File: src/rtl/prng_fifo_streamer.sv
// Galois-LFSR word generator feeding a first-word-fall-through FIFO drained over valid/ready.
// Supports single, counted-burst and continuous generation, reseed in IDLE, and flush.
module prng_fifo_streamer #(
   parameter int                    DATA_WIDTH      = 4,
   parameter int                    LFSR_WIDTH      = 8,
   parameter logic [LFSR_WIDTH-1:0] LFSR_TAPS       = 8'hB8,
   parameter logic [LFSR_WIDTH-1:0] LFSR_SEED       = 8'h01,
   parameter int                    FIFO_DEPTH      = 16,
   parameter int                    BURST_LEN_WIDTH = 4
) (
   input  logic                            clk,
   input  logic                            reset_n,
   input  logic [1:0]                      mode,
   input  logic                            start,
   input  logic                            stop,
   input  logic [BURST_LEN_WIDTH-1:0]      burst_len,
   input  logic                            seed_load,
   input  logic [LFSR_WIDTH-1:0]           seed_in,
   input  logic                            flush,
   output logic [DATA_WIDTH-1:0]           out_data,
   output logic                            out_valid,
   input  logic                            out_ready,
   output logic [$clog2(FIFO_DEPTH):0]     level,
   output logic                            empty,
   output logic                            full,
   output logic                            busy,
   output logic                            done
);

   localparam int AW = $clog2(FIFO_DEPTH);
   localparam int PW = AW + 1;
   localparam logic [LFSR_WIDTH-1:0] SEED_INIT =
      (LFSR_SEED == '0) ? LFSR_WIDTH'(1) : LFSR_SEED;

   typedef enum logic [1:0] {
      ST_IDLE   = 2'd0,
      ST_SINGLE = 2'd1,
      ST_BURST  = 2'd2,
      ST_CONT   = 2'd3
   } state_t;

   // Runs DATA_WIDTH Galois steps; returns {next_state, word}, word bit i is the output of step i.
   function automatic logic [LFSR_WIDTH+DATA_WIDTH-1:0] lfsr_advance(
      input logic [LFSR_WIDTH-1:0] cur
   );
      logic [LFSR_WIDTH-1:0] s;
      logic [DATA_WIDTH-1:0] w;
      logic                  o;
      s = cur;
      w = '0;
      for (int i = 0; i < DATA_WIDTH; i++) begin
         o    = s[0];
         w[i] = o;
         s    = (s >> 1) ^ (o ? LFSR_TAPS : {LFSR_WIDTH{1'b0}});
      end
      return {s, w};
   endfunction

   state_t                       state_r;
   logic [LFSR_WIDTH-1:0]        lfsr_r;
   logic [BURST_LEN_WIDTH-1:0]   remaining_r;
   logic                         done_r;
   logic [PW-1:0]                wr_ptr_r;
   logic [PW-1:0]                rd_ptr_r;
   logic [DATA_WIDTH-1:0]        mem_r [FIFO_DEPTH];

   logic                         gen_s;
   logic                         pop_s;
   logic                         full_s;
   logic                         empty_s;
   logic [PW-1:0]                level_s;
   logic [LFSR_WIDTH-1:0]        lfsr_next_s;
   logic [DATA_WIDTH-1:0]        word_s;

   assign {lfsr_next_s, word_s} = lfsr_advance(lfsr_r);
   assign level_s  = wr_ptr_r - rd_ptr_r;
   assign empty_s  = (level_s == PW'(0));
   assign full_s   = (level_s == PW'(FIFO_DEPTH));
   assign gen_s    = (state_r != ST_IDLE) & ~full_s & ~flush;
   assign pop_s    = ~empty_s & out_ready & ~flush;

   // Head word is forced to zero while empty so uninitialised storage never leaks out.
   assign out_data  = empty_s ? {DATA_WIDTH{1'b0}} : mem_r[rd_ptr_r[AW-1:0]];
   assign out_valid = ~empty_s;
   assign level     = level_s;
   assign empty     = empty_s;
   assign full      = full_s;
   assign busy      = (state_r != ST_IDLE);
   assign done      = done_r;

   // Control FSM, LFSR stepping/reseed and the completion pulse.
   always_ff @(posedge clk or negedge reset_n) begin
      if (!reset_n) begin
         state_r     <= ST_IDLE;
         lfsr_r      <= SEED_INIT;
         remaining_r <= '0;
         done_r      <= 1'b0;
      end else begin
         done_r <= 1'b0;
         if (gen_s) begin
            lfsr_r <= lfsr_next_s;
         end else if ((state_r == ST_IDLE) && seed_load) begin
            lfsr_r <= (seed_in == '0) ? LFSR_WIDTH'(1) : seed_in;
         end else begin
            lfsr_r <= lfsr_r;
         end

         if (stop) begin
            state_r <= ST_IDLE;
         end else begin
            case (state_r)
               ST_IDLE: begin
                  if (start) begin
                     case (mode)
                        2'd0: state_r <= ST_SINGLE;
                        2'd1: begin
                           if (burst_len != '0) begin
                              state_r     <= ST_BURST;
                              remaining_r <= burst_len;
                           end
                        end
                        2'd2: state_r <= ST_CONT;
                        default: state_r <= ST_IDLE;
                     endcase
                  end
               end
               ST_SINGLE: begin
                  if (gen_s) begin
                     state_r <= ST_IDLE;
                     done_r  <= 1'b1;
                  end
               end
               ST_BURST: begin
                  if (gen_s) begin
                     remaining_r <= remaining_r - BURST_LEN_WIDTH'(1);
                     if (remaining_r == BURST_LEN_WIDTH'(1)) begin
                        state_r <= ST_IDLE;
                        done_r  <= 1'b1;
                     end
                  end
               end
               ST_CONT: state_r <= ST_CONT;
               default: state_r <= ST_IDLE;
            endcase
         end
      end
   end

   // FIFO pointers; flush clears them and suppresses that cycle's push and pop.
   always_ff @(posedge clk or negedge reset_n) begin
      if (!reset_n) begin
         wr_ptr_r <= '0;
         rd_ptr_r <= '0;
      end else if (flush) begin
         wr_ptr_r <= '0;
         rd_ptr_r <= '0;
      end else begin
         if (gen_s) begin
            wr_ptr_r <= wr_ptr_r + PW'(1);
         end
         if (pop_s) begin
            rd_ptr_r <= rd_ptr_r + PW'(1);
         end
      end
   end

   // FIFO storage write port.
   always_ff @(posedge clk) begin
      if (gen_s) begin
         mem_r[wr_ptr_r[AW-1:0]] <= word_s;
      end
   end

endmodule

File: config.mk
export PLATFORM = sky130hd
export DESIGN_NAME = prng_fifo_streamer
export DESIGN_NICKNAME = d
export VERILOG_FILES = /design/src/rtl/prng_fifo_streamer.sv
export SDC_FILE = /design/constraint.sdc
export NUM_CORES = 1
export LEC_CHECK = 0
export CAP_MARGIN = 20
export CORE_MARGIN = 3
export CORE_UTILIZATION = 40
export DETAILED_ROUTE_END_ITERATION = 12
export HOLD_SLACK_MARGIN = 0.15
export PLACE_DENSITY = 0.6
export SLEW_MARGIN = 25
export SYNTH_ARGS = -nofsm -noshare
export SYNTH_HDL_FRONTEND = slang
export SYNTH_SLANG_ARGS = --single-unit
File: constraint.sdc
create_clock -name clk -period 3.7 [get_ports clk]
set_input_delay 1.11 -clock clk [delete_from_list [all_inputs] [get_ports clk]]
set_output_delay 1.11 -clock clk [all_outputs]
set_load 0.01 [all_outputs]
# --- After elaboration in Yosys (flattened, before gate mapping) ---
# Memory sizes are Yosys's and may differ from the RTL's.
# Cells that the tools add are included.
totals:
  regBits: 25
  ram_bits: 64
  in_bits: 21
  out_inout_bits: 14
  memories: 1
mem_list:
  columns: ["memory", "depth", "word_bits", "rd", "rd_ports_with_merged_regs", "wr", "line_no", "source"]
  rows:
  - ["mem_r", 16, 4, 1, 0, 1, "65", "logic [DATA_WIDTH-1:0] mem_r [FIFO_DEPTH];"]
op_classes:
  addsub: 4
  eq_ne: 16
  n_mux: 31
  bitwise: 12
  reduce_logical: 13
op_table:
  columns: ["op", "count"]
  rows:
  - ["two-way mux 8 bit", 7]
  - ["bitwise XOR 7 x 8 -> 8 bit", 4]
  - ["two-way mux 4 bit", 5]
  - ["two-way mux 5 bit", 4]
  - ["two-way mux 2 bit", 6]
  - ["!= test 3 bit, second input constant", 4]
  - ["adder 5 x 1 -> 5 bit, second input constant", 2]
  - ["nonzero test 2 bit", 5]
  - ["logical NOT 8 bit", 1]
  - ["one-hot mux 2 bit (4 select lines)", 1]
  - ["one-hot mux 4 bit (2 select lines)", 1]
  - ["equality test 2 bit, second input constant", 3]
  - ["one-hot mux 2 bit (3 select lines)", 1]
  - ["AND reduction 6 bit", 1]
  - ["equality test 5 bit, second input constant", 1]
  - ["logical NOT 5 bit", 1]
  - ["two-way mux 1 bit", 5]
  - ["AND reduction 5 bit", 1]
  - ["subtractor 5 bit", 1]
  - ["bitwise AND 1 bit", 4]
  - ["equality test 2 x 1 -> 1 bit, second input constant", 2]
  - ["equality test 4 x 1 -> 1 bit, second input constant", 1]
  - ["logical NOT 2 bit", 2]
  - ["!= test 2 x 1 -> 1 bit, second input constant", 2]
  - ["7 further kinds", 11]

# --- Depth between registers and ports, before layout ---
depth:
  word_depth: 9
  ltp_mapped: 10

# --- Worst setup path after synthesis ---
# OpenSTA, ideal clock, no wires.
synth_timing:
  path_kind: "register -> output"
  start: "register rd_ptr_r[2]"
  end: "output port out_data[0]"
  arrival_ns: 2.477
  required_time_ns: 2.590
  path_slack_ns: 0.113
  stages_incl_launch_ff: 9
  path_buffers: 1
  cell_sequence: "dfrtp_1 -> buf_1 -> clkinv_1 -> ha_1 -> nand2b_1 -> a21oi_1 -> xnor2_2 -> nor2_1 -> a211oi_1"
synth_via:
  elab_chain_len: 3
synth_rtl:
  columns: ["element", "line_no", "source"]
  rows:
  - ["start: declaration", "64", "logic [PW-1:0] rd_ptr_r;"]
  - ["start signal: assignment", "162", "rd_ptr_r <= rd_ptr_r + PW'(1);"]
  - ["subtractor 5 bit", "76", "assign level_s = wr_ptr_r - rd_ptr_r;"]
  - ["via level[4]", "23", "output logic [$clog2(FIFO_DEPTH):0] level,"]
  - ["logical NOT 5 bit", "77", "assign empty_s = (level_s == PW'(0));"]
  - ["via empty", "24", "output logic empty,"]
  - ["two-way mux 4 bit", "83", "assign out_data = empty_s ? {DATA_WIDTH{1'b0}} : mem_r[rd_ptr_r[AW-1:0]];"]
  - ["end: declaration", "20", "output logic [DATA_WIDTH-1:0] out_data,"]
# The timed path passes the listed nets, and every way through them passes these cells.

# --- Worst setup path after layout ---
layout_timing:
  start: "register wr_ptr_r[0]"
  end: "output port out_valid"
layout_via:
  elab_chain_len: 3
layout_rtl:
  columns: ["element", "line_no", "source"]
  rows:
  - ["start: declaration", "63", "logic [PW-1:0] wr_ptr_r;"]
  - ["start signal: assignment", "159", "wr_ptr_r <= wr_ptr_r + PW'(1);"]
  - ["subtractor 5 bit", "76", null]
  - ["logical NOT 5 bit", "77", null]
  - ["NOT 1 bit", "84", "assign out_valid = ~empty_s;"]
  - ["end: declaration", "21", "output logic out_valid,"]
# Every way passes these cells.

==> out/metrics.cfg <==
[outcome]
status=finished clean

[synth]
synth_top_family_by_area=multiplexers
ys_seq_elements=89
synth_fa_ha_area_share_pct=5.565
yosys_warnings=0
synthCells=325
syn_area_sq_um=4407
seq_area_frac_synth_pct=57.84
ys_types=52
muxShareOfSynthArea_pct=11.16
synth_top_area_cell=edfxtp_1
syn_avg_cell_area_sq_um=13.56
synthTopCellsByArea=edfxtp_1 44%, dfrtp_1 14%, mux4_2 8.2%
synth_xor_area_share_pct=3.918
syn_nets=365
synth_edf_count=64
async_flop_share_pct=28.09
yosysTopAreaCellShare_pct=43.61
synth_flop_cell=edfxtp_1
synth-compound-area-share_pct=7.609
synth_simple_gate_area_share_pct=10.79

[clocking]
h-tree-depth=3
ctsHoldBuffers=0
root_buffer=clkbuf_8
path_clk_slew_ns=0.09
cts_buffers=9
clk_latency_ns=0.36
cts_buffer_depth=2
clock_sinks=89
cts_tree=built

[power]
p_clk_share_pct=17.2
ir_worst_vdd_mv=0.4963
p_int_mw=2.452
p_seq_share_pct=38.6
p_sw_mw=1.404
power_frac_comb_pct=44.1
leakage_nw=2.072
p_sw_share_pct=36.40
power_density_nw_per_um2=736.7

[min_path]
min_from=lfsr_r[4]$_DFFE_PN0P_
holdPathStages=1
min_to=lfsr_r[0]$_DFFE_PN1P_
hp-class=reg2reg

[worst_setup_path]
cp.required_ns=2.59
crit_fanout=8
path_class=reg2out
r2r_cells=12
r2r-start=wr_ptr_r[0]$_DFFE_PN0P_
regToRegSetupSlack_ns=0.56
critPathArrivalTime_ns=2.51
startpoint_type=flip-flop
end_kind=output pin
r2r_end=lfsr_r[6]$_DFFE_PN0P_

[placement]
port-buffer-count=34
dp_hpwl_mm=6.388
dp_slack_ns=0.03555
gp_congestion=0.7432
placed_cell_area_sq_um=5016

[routing]
drtPass1Iterations=7
antenna_left=0
vias=2762
viasPerCell=5.271
drc_errors=0
post_drt_wl_per_cell_um=17.45
routed_wl_mm=9.143
drt-initial-drc-count=130

[floorplan]
die_height_um=111.0
die_area_sq_um=12310
core.rowCount=37
io_pins=35
initial_core_util_pct=41.93
die_x_um=111.0
fp.coreArea_sq_um=10510

[sta]
worst_hold_slack_ns=0.4807
relSlewSlack_pct=50.96
tightest_slew_ns=0.7357
hold_viol=0
setup_ws_ns=0.08020
fmax_ghz=0.2763
slew_violations=0
finalCriticalPeriod_ns=3.620
rsz0062_at_grt=true
setup_viol=0
finalClockSkew_ns=0.01675
fin_crit_sh_pct=97.83

[final_layout]
fin_area_sq_um=5235
syn2layout_area_growth_pct=18.80
multi_input_area_sq_um=1737
post-route-util_pct=49.82
fillers=935
layout.nets=423
ff_latch_area_sq_um=2549
final_common_cell=edfxtp_1
num_antenna_cells=0
layout_common_cells=64 x edfxtp_1, 26 x clkdlybuf4s50_1, 25 x and3_1
drive_gt1_share_pct=19.07

[flow_run]
drv_cap=0

[grt]
antenna_found_initial=0
grt_pass1_vias=2858
grt_max_degree=26
grt_pass1_wl_mm=14.96
grt-ovfl-total=0
grt_usage_pct=15.29

## per-layer routing
layer	part of all wire (%)	wire length, um	up-vias	GRT usage [%]
li1	-	-	1337	-
met1	46	4191	1364	20.79
met2	49	4504	54	25.00
met3	3.8	352	7	2.784
met4	1.0	94	0	4.762
met5	0	0	-	0
## synth_stat cells (all sizes together), types with 2 or more instances
| library cell | n |
|---|---|
| dfrtp | 24 |
| nor2 | 23 |
| o21ai | 5 |
| or3 | 2 |
| nand3 | 4 |
| nand2 | 18 |
| edfxtp | 64 |
| and2 | 2 |
| nor3 | 6 |
| and3 | 25 |
| nand3b | 2 |
| a21o | 3 |
| a21oi | 12 |
| mux2i | 12 |
| o211ai | 3 |
| inv | 22 |
| a221o | 2 |
| clkbuf | 5 |
| a221oi | 4 |
| ha | 18 |
| buf | 6 |
| xor2 | 7 |
| a211oi | 8 |
| and4bb | 2 |
| mux4 | 16 |
| xnor2 | 11 |
## how the worst max path moves through the flow
stage / from / end / depth (start not counted)
6_report: wr_ptr_r[0]$_DFFE_PN0P_ / out_valid / 10
3_5_place_dp: wr_ptr_r[0]$_DFFE_PN0P_ / out_data[2] / 10
4_1_cts: wr_ptr_r[0]$_DFFE_PN0P_ / out_data[0] / 10
3_3_place_gp: wr_ptr_r[0]$_DFFE_PN0P_ / out_data[1] / 10
5_1_grt: wr_ptr_r[0]$_DFFE_PN0P_ / out_valid / 10
2_1_floorplan: rd_ptr_r[2]$_DFFE_PN0P_ / out_data[0] / 8
## registers in the layout (all words and copies together) (netlist names)
register and cells:
done 1, wr_ptr_r 5, remaining_r 4, mem_r 64
rd_ptr_r 5, state_r 2, lfsr_r 8
## worst max-delay path, cell delays in order (launching register included)
cell	delay (ns)
dfrtp_1	0.36
inv_1	0.06
ha_2	0.19
fa_2	0.54
nand3b_1	0.08
and4bb_1	0.29
nor2_2	0.05
nor2_1	0.10
buf_4	0.17
inv_1	0.04
dlygate4sd2_1	0.27
## cell families after synthesis
kind of cell | Yosys count
xor gates and xnor gates | 18
muxes | 29
and+or+nand+nor | 91
buffers and inverters | 34
AOI/OAI and AO/OA | 45
DFF | 89
adders and majority gates | 19
## per-stage QoR
step	total power, mW	cells	TNS [ns]
floorplan	2.513	325	0
global placement	3.188	504	0
detailed placement	3.220	504	0
CTS	3.862	521	0
global route	4.123	524	-0.1693
finish	3.856	524	0
## layout make-up
type | count | area share (%)
Tap cell | 136 | 3.250
Multi-Input combinational cell | 202 | 33.17
Clock buffer | 10 | 2.438
Timing Repair Buffer | 58 | 9.560
Clock inverter | 6 | 1.243
Sequential cell | 89 | 48.69
Inverter | 23 | 1.649
## what timing repair did
action | in CTS | in global routing
endpoints found under the hold margin | 0 | 0
pin swaps | 1 | 4
setup endpoints to repair | 8 | 8
buffers inserted | 1 | 3
gates resized for setup | 17 | 9
## power groups by stage
stage                     clock network, mW  registers (mW)  logic (mW)
final                                 0.665            1.49        1.70
after global routing                  0.730            1.52        1.87
after CTS                             0.677            1.50        1.69
after detailed placement                  0            1.52        1.70
after global placement                    0            1.51        1.68
after floorplan                           0            1.45        1.07
(Power assumes the default switching activity.)
